**src/rtl/fetch_if.sv**
```systemverilog
// Flash-read and decode-handoff signals of the fetch sequencer.
// master: fetch_sequencer side; slave: flash/decode side.
interface fetch_if #(
  parameter int ADDR_WIDTH  = 12,
  parameter int INSTR_WIDTH = 16
);
  logic                   flash_req;
  logic [ADDR_WIDTH-1:0]  flash_addr;
  logic                   flash_ready;
  logic [INSTR_WIDTH-1:0] flash_rdata;
  logic                   instr_valid;
  logic [INSTR_WIDTH-1:0] instr_data;
  logic [ADDR_WIDTH-1:0]  instr_pc;
  logic                   instr_ready;

  modport master (
    output flash_req, flash_addr, instr_valid, instr_data, instr_pc,
    input  flash_ready, flash_rdata, instr_ready
  );

  modport slave (
    input  flash_req, flash_addr, instr_valid, instr_data, instr_pc,
    output flash_ready, flash_rdata, instr_ready
  );
endinterface

```
**src/rtl/fetch_sequencer.sv**
```systemverilog
// Instruction-fetch controller: PC strobes, flash reads, decode handoff, redirect/halt.
// Optional flash timeout enabled with macro FETCH_TIMEOUT_EN.
module fetch_sequencer #(
  parameter int ADDR_WIDTH  = 12,
  parameter int INSTR_WIDTH = 16
`ifdef FETCH_TIMEOUT_EN
  , parameter int TIMEOUT_CYCLES = 255
`endif
) (
  input  logic                  clk,
  input  logic                  arst_n,
  input  logic [ADDR_WIDTH-1:0] pc_out,
  output logic                  pc_inc,
  output logic                  pc_load,
  output logic [ADDR_WIDTH-1:0] pc_next,
  fetch_if.master               bus,
  input  logic                  redirect_valid,
  input  logic [ADDR_WIDTH-1:0] redirect_addr,
  input  logic                  halt,
  output logic                  fetch_err
);

  typedef enum logic [1:0] {
    IDLE   = 2'd0,
    REQ    = 2'd1,
    HOLD   = 2'd2,
    HALTED = 2'd3
  } state_t;

  localparam logic [ADDR_WIDTH-1:0] ADDR_ONE = {{(ADDR_WIDTH-1){1'b0}}, 1'b1};

  state_t                 state_r, state_n_s;
  logic [ADDR_WIDTH-1:0]  req_addr_r, pend_addr_r, instr_pc_r;
  logic [INSTR_WIDTH-1:0] instr_data_r;
  logic                   from_redir_r, pending_r, stale_r;
  logic                   flash_req_r, instr_valid_r, fetch_err_r;
  logic                   enter_req_s, capture_s, timeout_hit_s;

`ifdef FETCH_TIMEOUT_EN
  localparam int TMR_W = ($clog2(TIMEOUT_CYCLES + 1) < 8) ? 8 : $clog2(TIMEOUT_CYCLES + 1);
  logic [TMR_W-1:0] timer_r;

  assign timeout_hit_s = (timer_r == TMR_W'(TIMEOUT_CYCLES - 1));

  // REQ-cycle counter, restarted whenever a new request is issued
  always_ff @(posedge clk) begin
    if (!arst_n) begin
      timer_r <= '0;
    end else if (enter_req_s) begin
      timer_r <= '0;
    end else if (state_r == REQ) begin
      timer_r <= timer_r + TMR_W'(1);
    end else begin
      timer_r <= timer_r;
    end
  end
`else
  assign timeout_hit_s = 1'b0;
`endif

  // Next-state decode and combinational PC strobes
  always_comb begin
    state_n_s   = state_r;
    enter_req_s = 1'b0;
    capture_s   = 1'b0;
    pc_inc      = 1'b0;
    pc_load     = 1'b0;
    pc_next     = '0;
    case (state_r)
      IDLE: begin
        state_n_s   = REQ;
        enter_req_s = 1'b1;
      end
      REQ: begin
        if (bus.flash_ready) begin
          if (redirect_valid || stale_r) begin
            state_n_s   = REQ;
            enter_req_s = 1'b1;
          end else begin
            state_n_s = HOLD;
            capture_s = 1'b1;
            if (from_redir_r) begin
              pc_load = 1'b1;
              pc_next = req_addr_r + ADDR_ONE;
            end else begin
              pc_inc = 1'b1;
            end
          end
        end else if (timeout_hit_s) begin
          state_n_s = HALTED;
        end else begin
          state_n_s = REQ;
        end
      end
      HOLD: begin
        if (bus.instr_ready) begin
          if (halt) begin
            state_n_s = HALTED;
          end else begin
            state_n_s   = REQ;
            enter_req_s = 1'b1;
          end
        end else if (redirect_valid) begin
          state_n_s   = REQ;
          enter_req_s = 1'b1;
        end else begin
          state_n_s = HOLD;
        end
      end
      HALTED: begin
        if (!halt && !fetch_err_r) begin
          state_n_s   = REQ;
          enter_req_s = 1'b1;
        end else begin
          state_n_s = HALTED;
        end
      end
      default: begin
        state_n_s = IDLE;
      end
    endcase
  end

  // State, request address, redirect bookkeeping and instruction capture
  always_ff @(posedge clk) begin
    if (!arst_n) begin
      state_r       <= IDLE;
      req_addr_r    <= '0;
      pend_addr_r   <= '0;
      from_redir_r  <= 1'b0;
      pending_r     <= 1'b0;
      stale_r       <= 1'b0;
      flash_req_r   <= 1'b0;
      instr_valid_r <= 1'b0;
      instr_data_r  <= '0;
      instr_pc_r    <= '0;
      fetch_err_r   <= 1'b0;
    end else begin
      state_r       <= state_n_s;
      flash_req_r   <= (state_n_s == REQ);
      instr_valid_r <= (state_n_s == HOLD);
      // A redirect arriving on the entry cycle itself takes priority (latest wins)
      if (enter_req_s) begin
        if (redirect_valid) begin
          req_addr_r   <= redirect_addr;
          from_redir_r <= 1'b1;
        end else if (pending_r) begin
          req_addr_r   <= pend_addr_r;
          from_redir_r <= 1'b1;
        end else begin
          req_addr_r   <= pc_out;
          from_redir_r <= 1'b0;
        end
        pending_r <= 1'b0;
      end else if (redirect_valid) begin
        pending_r <= 1'b1;
      end else begin
        pending_r <= pending_r;
      end
      if (redirect_valid) begin
        pend_addr_r <= redirect_addr;
      end
      if (enter_req_s || (state_r == REQ && bus.flash_ready)) begin
        stale_r <= 1'b0;
      end else if (state_r == REQ && redirect_valid) begin
        stale_r <= 1'b1;
      end else begin
        stale_r <= stale_r;
      end
      if (capture_s) begin
        instr_data_r <= bus.flash_rdata;
        instr_pc_r   <= req_addr_r;
      end
      if (state_r == REQ && !bus.flash_ready && timeout_hit_s) begin
        fetch_err_r <= 1'b1;
      end
    end
  end

  assign bus.flash_req   = flash_req_r;
  assign bus.flash_addr  = req_addr_r;
  assign bus.instr_valid = instr_valid_r;
  assign bus.instr_data  = instr_data_r;
  assign bus.instr_pc    = instr_pc_r;
  assign fetch_err       = fetch_err_r;

endmodule
```
**src/flat_wrapper.sv**
```systemverilog
// flat-port wrapper written by rule: the top's interface ports become plain ports
module fetch_sequencer_flat 
#(
  parameter int ADDR_WIDTH  = 12,
  parameter int INSTR_WIDTH = 16

)
  (clk, arst_n, pc_out, pc_inc, pc_load, pc_next, redirect_valid, redirect_addr, halt, fetch_err, bus_flash_req, bus_flash_addr, bus_instr_valid, bus_instr_data, bus_instr_pc, bus_flash_ready, bus_flash_rdata, bus_instr_ready);
  fetch_if #(.ADDR_WIDTH(ADDR_WIDTH), .INSTR_WIDTH(INSTR_WIDTH)) bus_i ();
  input  logic clk;
  input  logic arst_n;
  input  logic [ADDR_WIDTH-1:0] pc_out;
  output logic pc_inc;
  output logic pc_load;
  output logic [ADDR_WIDTH-1:0] pc_next;
  input  logic redirect_valid;
  input  logic [ADDR_WIDTH-1:0] redirect_addr;
  input  logic halt;
  output logic fetch_err;
  output wire logic [$bits(bus_i.flash_req)-1:0] bus_flash_req;
  output wire logic [$bits(bus_i.flash_addr)-1:0] bus_flash_addr;
  output wire logic [$bits(bus_i.instr_valid)-1:0] bus_instr_valid;
  output wire logic [$bits(bus_i.instr_data)-1:0] bus_instr_data;
  output wire logic [$bits(bus_i.instr_pc)-1:0] bus_instr_pc;
  input wire logic [$bits(bus_i.flash_ready)-1:0] bus_flash_ready;
  input wire logic [$bits(bus_i.flash_rdata)-1:0] bus_flash_rdata;
  input wire logic [$bits(bus_i.instr_ready)-1:0] bus_instr_ready;
  assign bus_flash_req = bus_i.flash_req;
  assign bus_flash_addr = bus_i.flash_addr;
  assign bus_instr_valid = bus_i.instr_valid;
  assign bus_instr_data = bus_i.instr_data;
  assign bus_instr_pc = bus_i.instr_pc;
  assign bus_i.flash_ready = bus_flash_ready;
  assign bus_i.flash_rdata = bus_flash_rdata;
  assign bus_i.instr_ready = bus_instr_ready;
  fetch_sequencer #(.ADDR_WIDTH(ADDR_WIDTH), .INSTR_WIDTH(INSTR_WIDTH)) u_core (.clk(clk), .arst_n(arst_n), .pc_out(pc_out), .pc_inc(pc_inc), .pc_load(pc_load), .pc_next(pc_next), .bus(bus_i), .redirect_valid(redirect_valid), .redirect_addr(redirect_addr), .halt(halt), .fetch_err(fetch_err));
endmodule
```
**config.mk**
```make
export PLATFORM = sky130hd
export DESIGN_NAME = fetch_sequencer_flat
export DESIGN_NICKNAME = d
export VERILOG_FILES = /design/src/rtl/fetch_if.sv /design/src/rtl/fetch_sequencer.sv /design/src/flat_wrapper.sv
export SDC_FILE = /design/constraint.sdc
export NUM_CORES = 1
export LEC_CHECK = 0
export ABC_AREA = 1
export CAP_MARGIN = 30
export CORE_MARGIN = 2
export CORE_UTILIZATION = 40
export DETAILED_ROUTE_END_ITERATION = 8
export GPL_ROUTABILITY_DRIVEN = 0
export PLACE_DENSITY = 0.83
export SLEW_MARGIN = 15
export SYNTH_ARGS = -nofsm -noshare
export SYNTH_HDL_FRONTEND = slang
export SYNTH_SLANG_ARGS = --single-unit
export TNS_END_PERCENT = 30
```
**constraint.sdc**
```tcl
create_clock -name clk -period 1.7 [get_ports clk]
set_clock_uncertainty 0.2 [all_clocks]
set_input_delay 0.17 -clock clk [delete_from_list [all_inputs] [get_ports clk]]
set_output_delay 0.17 -clock clk [all_outputs]
set_load 0.01 [all_outputs]
```
-- Word-level counts from Yosys, hierarchy flattened
Index checks and enable logic that the tools add are counted.
- reduce and logical (&&, ||, !) cells: 7
- equality and inequality tests: 5
- mux-type cells: 31
- bitwise logic cells: 1
- add/subtract/negate cells: 1
- operators with widths (kind ; number):
    $mux W12 ; 6
    $mux W1 ; 18
    $add A12 B1 Y12 const B ; 1
    $mux W2 ; 5
    $pmux W2 S4 ; 1
    $eq A2 B2 Y1 const B ; 3
    $eq A2 B1 Y1 const B ; 2
    $pmux W1 S4 ; 1
    $reduce_or A2 Y1 ; 2
    $logic_and A1 B1 Y1 ; 2
    $logic_not A2 Y1 ; 1
    $logic_or A1 B1 Y1 ; 2
    $not A1 Y1 ; 1
- input port bits: 46
- flip-flop bits (word level): 59

-- Depth between registers and ports, before layout
- depth in word-level cells: 6
- mapped depth: 9
- gate-level depth less buffers: 8

-- Worst setup path after synthesis
No wires, ideal clock.
- kind: register -> output
- start: register u_core.req_addr_r[0] (netlist: u_core.bus.flash_addr[0])
- end: output port pc_next[10]
- data required time: 1.330 ns
- path slack: -0.025 ns
- data arrival time: 1.355 ns
- path buffers: 0
- stages on the path, launching flop included: 8
- cell sequence: dfxtp_1 -> ha_1 -> nand2_1 -> inv_1 -> nand3_1 -> nor2_1 -> nand2_1 -> a21oi_1
- cells in the longest elaborated chain, start to end: 5
- ends and longest elaborated chain (item ; line ; RTL):
    start, declared ; fetch_sequencer.sv:33 ; logic [ADDR_WIDTH-1:0] req_addr_r, pend_addr_r, instr_pc_r;
    start signal, assigned ; fetch_sequencer.sv:145 ; req_addr_r <= redirect_addr;
    start signal, assigned ; fetch_sequencer.sv:148 ; req_addr_r <= pend_addr_r;
    start signal, assigned ; fetch_sequencer.sv:151 ; req_addr_r <= pc_out;
    $add A12 B1 Y12 ; fetch_sequencer.sv:84 ; pc_next = req_addr_r + ADDR_ONE;
    $mux W12 ; fetch_sequencer.sv:82 ; if (from_redir_r) begin
    $mux W12 ; fetch_sequencer.sv:76 ; if (redirect_valid || stale_r) begin
    $mux W12 ; fetch_sequencer.sv:75 ; if (bus.flash_ready) begin
    $mux W12 ; fetch_sequencer.sv:69 ; case (state_r)
    end, declared ; flat_wrapper.sv:15 ; output logic [ADDR_WIDTH-1:0] pc_next;
Every way passes these cells.

-- Final worst setup path
- start: register u_core.req_addr_r[1] (netlist: u_core.bus.flash_addr[1])
- end: output port pc_next[8]
The elaborated chain is that of the path after synthesis.

==> metrics.cfg <==
[floorplan]
die_area_mm2=0.00739
die_w_um=86.0
num_rows=29
die_h_um=86.0
start_util_pct=41.8
io_pins=103
design.core.area_mm2=0.00642

[final_layout]
stdcell_area_mm2=0.00447
multi_input_area_mm2=0.00137
num_antenna_cells=0
post-route-util_pct=69.6
area_growth_pct=66.5
nNetsFinal=593
drive_above_1_share_pct=25.0
fillerInstances=523
regArea_mm2=0.00119

[power_and_ir_drop]
intPower_mw=2.60
comb_power_share_pct=22.4
vdd_drop_max_v=0.000416
p_sw_share_pct=28.2
clockPowerShare_pct=35.4
seqPwrFrac_pct=42.2
total_power_mw=3.62
switchingPower_mw=1.02
powerDensity_mw_per_mm2=810
leakagePower_nw=1.99

[cts]
clkTransAtPathRegs_ns=0.07
cts_tree=yes
cts_sinks=59
cts_made_buffers=9
clockBufferDepth=2
clkLatencyLatePin_ns=0.35
ctsRootBufferMaster=clkbuf_8
htreeDepth=3

[routing]
post-route-drc-count=0
avgViaCountPerCell=4.84
avgRoutedWirePerCell_um=13.0
vias=3041
ant_nets=0
drt_pass1_iterations=4
drtIter0Drc=138
drt-total-wl_mm=8.14

[synthesis]
yosysSeqAreaShare_pct=44.0
syn_nets=440
synthTopCellsByArea=dfxtp_1 44%, nor2_1 13%, nand2_1 8.7%
synth.distinct_cells=26
synth_top_area_cell=dfxtp_1
syn_avg_cell_area_um2=6.84
synth_edf_count=0
yosysMostFrequentCell=nor2_1
synth_flop_cell=dfxtp_1
syn_inst=393
synth_seq_cells=59
syn-cell-area_mm2=0.00269
async_flop_share_pct=0
yosysWarnings=0
netlist_top_cells_count=93 x nor2_1, 62 x nand2_1, 59 x dfxtp_1
synth_top_cell_area_share_pct=44.0

[placement]
dp_hpwl_mm=5.57
placed_area_mm2=0.00408
place.port_buffers=101

[worst_setup_path]
r2r_end=u_core.bus.flash_addr[2]$_SDFFE_PN0P_
worstPathCellList=ha_4 > nand2_4 > inv_4 > nand3_4 > nor2_4 > buf_6 > a21oi_1 > nor2_2 > buf_2
crit_arrival_ns=1.63
startpoint=u_core.bus.flash_addr[1]$_SDFFE_PN0P_
cp_data_required_time_ns=1.33
worstRegToRegCells=10
startpoint_type=register
critical-path-max-stage-delay_ns=0.35
path_class=register to output port
critPathMaxFanout=3
reg2reg_from=u_core.state_r[1]$_SDFF_PN0_
crit_end=pc_next[8]
end_kind=output port
r2r_slack_ns=0.05
critPathSlowestCell=dfxtp_2

[global_routing]
grt-ovfl-total=0
grt.total_usage_pct=22.8
grt_pass1_vias=2901
grt_max_degree=43
grt_antenna_before_repair=0
grt_pass1_wl_mm=13.2

[timing]
layout_setup_ws_ns=-0.295
layout_worst_path_cycle_share_pct=117
rsz0062_at_grt=true
fin_crit_ns=2.00
final_max_slew_viol_count=0
hold_violations=0
fmaxAchievable_mhz=501
finalSetupViolations=14

[status]
status=finished with violations
failed_checks=negative setup slack

[worst_hold_path]
hold_path_class=input port to register

[job]
drv_cap=0

cell usage in the layout, fill, tap and decap left out, types with 11 or more instances in the layout:
master / netlist / layout
nand3_1: 26 / 22
a21oi_1: 30 / 28
buf_4: 2 / 51
clkdlybuf4s50_1: 0 / 76
inv_1: 38 / 35
nand2_1: 62 / 57
o21ai_0: 29 / 29
dfxtp_1: 59 / 55
buf_2: 5 / 11
nor2_1: 93 / 87
routing by layer:
layer	GRT usage (%)	vias up	routed length, um
li1	-	1542	-
met1	26.1	1359	3410
met2	39.3	124	3900
met3	5.87	16	615
met4	11.3	0	212
met5	0	-	0
worst max-delay path: cells and delay by family (launching register included):
kind | cells | cell delay (ns)
AOI/OAI and AO/OA | 1 | 0.06
adders and majority gates | 1 | 0.16
buffers and inverters | 3 | 0.34
DFF | 1 | 0.35
and+or+nand+nor | 4 | 0.37
logic make-up (layout without fill, tap and decap cells):
logic type | count (synthesis) | after routing | share of synthesized area [%]
other cells | 1 | 1 | 0.140
fa+ha+maj | 1 | 1 | 0.466
compound gates | 71 | 71 | 13.9
simple gates | 199 | 199 | 30.9
buf+inv | 62 | 220 | 10.6
flops | 59 | 59 | 44.0
power by group through the flow:
stage | sequential, mW | clock, mW | combinational [mW]
6_report | 1.53 | 1.28 | 0.812
5_1_grt | 1.54 | 1.37 | 0.888
4_1_cts | 1.53 | 1.30 | 0.786
3_5_place_dp | 1.55 | 0 | 0.780
3_3_place_gp | 1.55 | 0 | 0.766
2_1_floorplan | 1.59 | 0 | 0.307
how the worst min path moves through the flow:
stage                                                    from                             endpoint  slack, ns  cells past startpoint
after global placement    u_core.pend_addr_r[11]$_SDFFE_PN0P_  u_core.pend_addr_r[11]$_SDFFE_PN0P_       0.25                      2
after detailed placement   u_core.pend_addr_r[8]$_SDFFE_PN0P_   u_core.pend_addr_r[8]$_SDFFE_PN0P_       0.25                      2
after floorplan                                        arst_n  u_core.bus.instr_pc[3]$_SDFFE_PN0P_       0.11                      2
final                                        redirect_addr[5]   u_core.pend_addr_r[5]$_SDFFE_PN0P_       0.20                      3
after global routing                         redirect_addr[5]   u_core.pend_addr_r[5]$_SDFFE_PN0P_       0.21                      3
after CTS                                    redirect_addr[5]   u_core.pend_addr_r[5]$_SDFFE_PN0P_       0.19                      3
stage by stage:
| stage | hold slack (ns) | std cells | setup TNS, ns | worst slack, ns |
|---|---|---|---|---|
| after floorplan | 0.108 | 393 | 0 | 0.0258 |
| after global placement | 0.248 | 601 | -12.78 | -0.571 |
| after detailed placement | 0.254 | 601 | -14.45 | -0.607 |
| after CTS | 0.189 | 627 | -3.22 | -0.293 |
| after global routing | 0.213 | 628 | -4.71 | -0.433 |
| final | 0.201 | 628 | -3.32 | -0.295 |
state kept, by name, summed over array words and instances, names as in the netlist:
signal and count:
u_core.bus.instr_data 16, u_core.bus.flash_addr 12, u_core.bus.instr_pc 12, u_core.pend_addr_r 12, u_core.state_r 2, u_core.bus.flash_req 1, u_core.bus.instr_valid 1, u_core.from_redir_r 1
u_core.pending_r 1, u_core.stale_r 1
cell type report:
type / count / area share, %
clock buffers: 11 / 3.16
clock inverters: 5 / 1.18
inverters: 43 / 3.78
multi-input cells: 272 / 30.5
flip-flops and latches: 59 / 26.5
well taps: 77 / 2.15
repair buffers: 161 / 32.7
timing repair:
item,in CTS,in global routing
setup buffers,10,1
setup endpoints to repair,24,37
hold buffers,0,0
pin swaps,4,7
resized for setup,94,24
Note: power is estimated with default switching activity, not from simulation.
